### config.mk
export PLATFORM = sky130hd
export DESIGN_NAME = stream_demux_1ton
export DESIGN_NICKNAME = d
export VERILOG_FILES = /design/src/rtl/stream_demux_1ton.sv
export SDC_FILE = /design/constraint.sdc
export NUM_CORES = 1
export LEC_CHECK = 0
export CORE_MARGIN = 2
export CORE_UTILIZATION = 28
export CTS_CLUSTER_SIZE = 40
export DETAILED_ROUTE_END_ITERATION = 16
export GPL_ROUTABILITY_DRIVEN = 0
export PLACE_DENSITY = 0.78
export SLEW_MARGIN = 40
export SYNTH_ARGS = -nofsm -noshare
export SYNTH_HDL_FRONTEND = slang
export SYNTH_SLANG_ARGS = --single-unit
### constraint.sdc
create_clock -name clk -period 1.8 [get_ports clk]
set_input_delay 0.36 -clock clk [delete_from_list [all_inputs] [get_ports clk]]
set_output_delay 0.36 -clock clk [all_outputs]
set_load 0.1 [all_outputs]
### src/rtl/stream_demux_1ton.sv
// stream_demux_1ton: registered 1-to-N stream demultiplexer.
// One holding register (full/dst/dreg/lreg) sits between the producer and
// the N consumers. The destination is captured on the first beat of a packet
// and held until the last beat is accepted; packets addressed to a channel
// that does not exist are swallowed and counted in drop_cnt.
//
// Handshake: a beat moves across an interface in any cycle where valid and
// ready are both high on the rising edge. in_ready never depends on
// in_valid, in_data or in_last; a presented out_valid/out_data/out_last stays
// stable until its ready is seen.
module stream_demux_1ton #(
    parameter int WIDTH = 8,
    parameter int N     = 8,
    parameter int SELW  = $clog2(N)
) (
    input  logic                 clk,
    input  logic                 rst_n,
    input  logic                 in_valid,
    output logic                 in_ready,
    input  logic [WIDTH-1:0]     in_data,
    input  logic [SELW-1:0]      in_sel,
    input  logic                 in_last,
    output logic [N-1:0]         out_valid,
    input  logic [N-1:0]         out_ready,
    output logic [N*WIDTH-1:0]   out_data,
    output logic [N-1:0]         out_last,
    output logic [15:0]          drop_cnt,
    output logic [1:0]           state_dbg
);

    typedef enum logic [1:0] {
        IDLE = 2'd0,
        PKT  = 2'd1,
        DROP = 2'd2
    } state_t;

    // One extra bit so N itself (e.g. 256 with SELW=8) is representable.
    localparam logic [SELW:0] N_L = (SELW+1)'(N);

    state_t            state;
    logic              full;
    logic [SELW-1:0]   dst;
    logic [WIDTH-1:0]  dreg;
    logic              lreg;

    logic sel_bad;
    logic drain;
    logic accept;
    logic load;

    // Ready/accept decode: an invalid select on a packet start, or any beat
    // of a dropped packet, is consumed without touching the holding register.
    always_comb begin
        sel_bad  = (state == IDLE) && ({1'b0, in_sel} >= N_L);
        drain    = full && out_ready[dst];
        in_ready = (state == DROP) || sel_bad || !full || drain;
        accept   = in_valid && in_ready;
        load     = accept && (state != DROP) && !sel_bad;
    end

    // Packet FSM, holding register and drop counter.
    always_ff @(posedge clk or negedge rst_n) begin
        if (!rst_n) begin
            state    <= IDLE;
            full     <= 1'b0;
            dst      <= '0;
            dreg     <= '0;
            lreg     <= 1'b0;
            drop_cnt <= '0;
        end else begin
            // A load in the same cycle as a drain keeps full set and
            // overwrites the register (dst included) with the new beat.
            if (load) begin
                full <= 1'b1;
                dreg <= in_data;
                lreg <= in_last;
                if (state == IDLE) begin
                    dst <= in_sel;
                end
            end else if (drain) begin
                full <= 1'b0;
            end

            if (accept) begin
                case (state)
                    IDLE: begin
                        if (sel_bad) begin
                            if (drop_cnt != 16'hFFFF) begin
                                drop_cnt <= drop_cnt + 16'd1;
                            end
                            state <= in_last ? IDLE : DROP;
                        end else begin
                            state <= in_last ? IDLE : PKT;
                        end
                    end
                    PKT: begin
                        if (in_last) begin
                            state <= IDLE;
                        end
                    end
                    DROP: begin
                        if (in_last) begin
                            state <= IDLE;
                        end
                    end
                    default: state <= IDLE;
                endcase
            end
        end
    end

    // Fan the holding register out to the selected channel; others read 0.
    always_comb begin
        out_valid = '0;
        out_last  = '0;
        out_data  = '0;
        for (int i = 0; i < N; i++) begin
            if (full && (dst == SELW'(i))) begin
                out_valid[i]              = 1'b1;
                out_last[i]               = lreg;
                out_data[i*WIDTH +: WIDTH] = dreg;
            end
        end
    end

    assign state_dbg = state;

endmodule

==> results.json <==
{
  "outcome": "finished with violations",
  "violations": "negative setup slack",
  "layout_setup_ws_ns": -0.2357,
  "finalNetCount": 316,
  "synth_compound_area_frac": 0.03839,
  "fmax_mhz": 491.2,
  "die_w_microns": 72.24,
  "antenna_found_initial": 0,
  "drt_iter0_drc": 59,
  "ant_nets": 0,
  "num_io_pins": 122,
  "grt_max_degree": 15,
  "start_kind": "register",
  "synth_xor_xnor_area_share": 0,
  "rows": 24,
  "drive_gt1_frac": 0.8014,
  "hold_class": "in2async",
  "synth.cell_area_sq_um": 1304,
  "cts_buffers": 3,
  "synth-seq-area-share": 0.2687,
  "globalRouteOverflowTotal": 0,
  "slowest_stage": "dfrtp_2",
  "die_area_sq_um": 5218,
  "critPathKind": "reg2out",
  "grt_usage": 0.2794,
  "ys_types": 20,
  "syn_inst": 150,
  "reg2reg_slack_ns": -0.11,
  "core-area_sq_um": 4414,
  "setup_violations": 92,
  "grt_pass1_wl_microns": 10830,
  "port_buffers": 104,
  "synth_top_family_by_area": "simple AND/OR/NAND/NOR gates",
  "root_buffer": "clkbuf_8",
  "area_delta_synth_final_pct": 202.5,
  "fin_util": 0.8934,
  "die_h_microns": 72.24,
  "postCtsHoldBufs": 0,
  "synth.area.mux_share": 0.1344,
  "rsz0062_at_grt": "true",
  "via_count": 1706,
  "num_antenna_cells": 0,
  "cp.arrival_ns": 1.68,
  "ys_top_cells_by_area": "and2_1 (35%), dfrtp_1 (27%), buf_4 (10%)",
  "skew_ns": 0.005246,
  "dp_hpwl_microns": 4694,
  "clock-sinks": 14,
  "start_util": 0.2954,
  "ys_ff_latch": 14,
  "cap_violations": 0,
  "end_kind": "primary output",
  "max-clock-path-buffers": 2,
  "hold_viol": 0,
  "synthAdderAreaFrac": 0,
  "fin_crit_sh": 1.131,
  "yosys_warnings": 0,
  "firstDrtPassIters": 4,
  "drt-total-wl_microns": 7440,
  "critPathMaxFanout": 4,
  "slew_violations": 0,
  "drc": 0,
  "synth_simple_gate_area_frac": 0.4443,
  "netlist.area_leader.share": 0.3455,
  "clkTransAtPathRegs_ns": 0.06,
  "syn_area_per_cell_sq_um": 8.692,
  "grt_pass1_vias": 1734,
  "required_ns": 1.44,
  "layout_min_cycle_time_ns": 2.036,
  "n_fill_cell": 168,
  "drt-wirelength-per-cell_microns": 21.63,
  "cts_max_level": 1,
  "synth.largest_area_cell": "and2_1",
  "drt-vias-per-instance": 4.959,
  "path_cells": "buf_4 -> nor3b_1 -> a32o_2 -> nor2_4 -> buf_12",
  "clk_latency_ns": 0.25,
  "critPathMaxStageDelay_ns": 0.44,
  "cts_tree": "yes"
}
-- layout by cell type (no fill, tap or decap), drive strengths merged --
master	Yosys	routed
a31oi	2	2
a32o	2	2
a32oi	2	2
and2	72	72
and3	1	1
buf	20	115
clkbuf	0	4
clkdlybuf4s50	0	22
conb	1	17
dfrtp	14	14
mux2	12	12
mux2i	4	4
nand2	2	2
nand2b	3	3
nand3	1	1
nor2	7	12
nor2b	2	2
nor3	2	2
nor3b	1	1
nor4b	1	1
or3	1	1
-- synthesized netlist by cell type, drive strengths merged --
library cell and instances:
mux2i 4, nor3 2, a31oi 2, buf 20, and2 72, conb 1
dfrtp 14, and3 1, nor2b 2, nor4b 1, or3 1, nand3 1
a32oi 2, nand2b 3, a32o 2, nor2 7, nor3b 1, mux2 12
nand2 2
-- state kept, by name (all words and copies together), names as in the netlist --
name       count
dst            3
dreg           8
full           1
state_dbg      1
lreg           1
-- layout make-up --
class,count,area (sq um),share of cell area
clock buffer,4,55.05,0.01396
multi-input combinational,137,1264,0.3204
sequential,14,355.3,0.09010
tap,52,65.06,0.01650
timing repair buffer,137,2205,0.5590
-- timing repair --
item                                    4_1_cts  5_1_grt
endpoints found under the setup margin       93       93
pin swaps                                    14        5
buffers inserted                             14        4
gates resized for setup                      26        9
gates cloned                                  5        1
hold endpoints to repair                      0        0
-- critical path: cells and delay by family, from the launching register on --
kind                   cells  cell delay, ns
AO/OA/AOI/OAI              1            0.28
buffers and inverters      2            0.32
flip-flops                 1            0.44
AND/OR/NAND/NOR            2            0.37
-- cells by family (layout without fill, tap and decap cells) --
| group | Yosys count | in the layout |
|---|---|---|
| AO/OA/AOI/OAI | 6 | 6 |
| buffers and inverters | 20 | 141 |
| flip-flops | 14 | 14 |
| multiplexers | 16 | 16 |
| other | 1 | 17 |
| AND/OR/NAND/NOR | 93 | 98 |
-- layer usage --
metal  routed length (microns)  track usage  part of all wire
met5                         0            0                 0
met1                      2654       0.3175              0.36
met3                       409      0.03056             0.055
met2                      4090       0.5158              0.55
met4                       286       0.1342             0.038
-- per-stage QoR --
step	instances	cell area [sq um]	TNS (ns)	hold WS [ns]	setup slack (ns)
3_5_place_dp	318	3575	-3.887	0.6810	-0.3176
6_report	344	3944	-10.84	0.4148	-0.2357
5_1_grt	344	3944	-14.80	0.4490	-0.3032
2_1_floorplan	166	1660	-25.53	0.06441	-0.6829
3_3_place_gp	318	3575	-2.984	0.6801	-0.2721
4_1_cts	341	3914	-8.721	0.4222	-0.1593
-- path summary, 6_finish.rpt --
kind | start | to | cells past startpoint
max | dst[1]$_DFFE_PN0P_ | in_ready | 5
min | rst_n | dreg[0]$_DFFE_PN0P_ | 2
max reg2reg | dst[0]$_DFFE_PN0P_ | dst[2]$_DFFE_PN0P_ | 5
min reg2reg | dst[0]$_DFFE_PN0P_ | dst[0]$_DFFE_PN0P_ | 2
max in group asynchronous | rst_n | full$_DFFE_PN0P_ | 2
min in group clk | dst[0]$_DFFE_PN0P_ | dst[0]$_DFFE_PN0P_ | 2
Power is not shown: default switching activity piles up to over one toggle a cycle in this logic, so the estimate is an artifact.
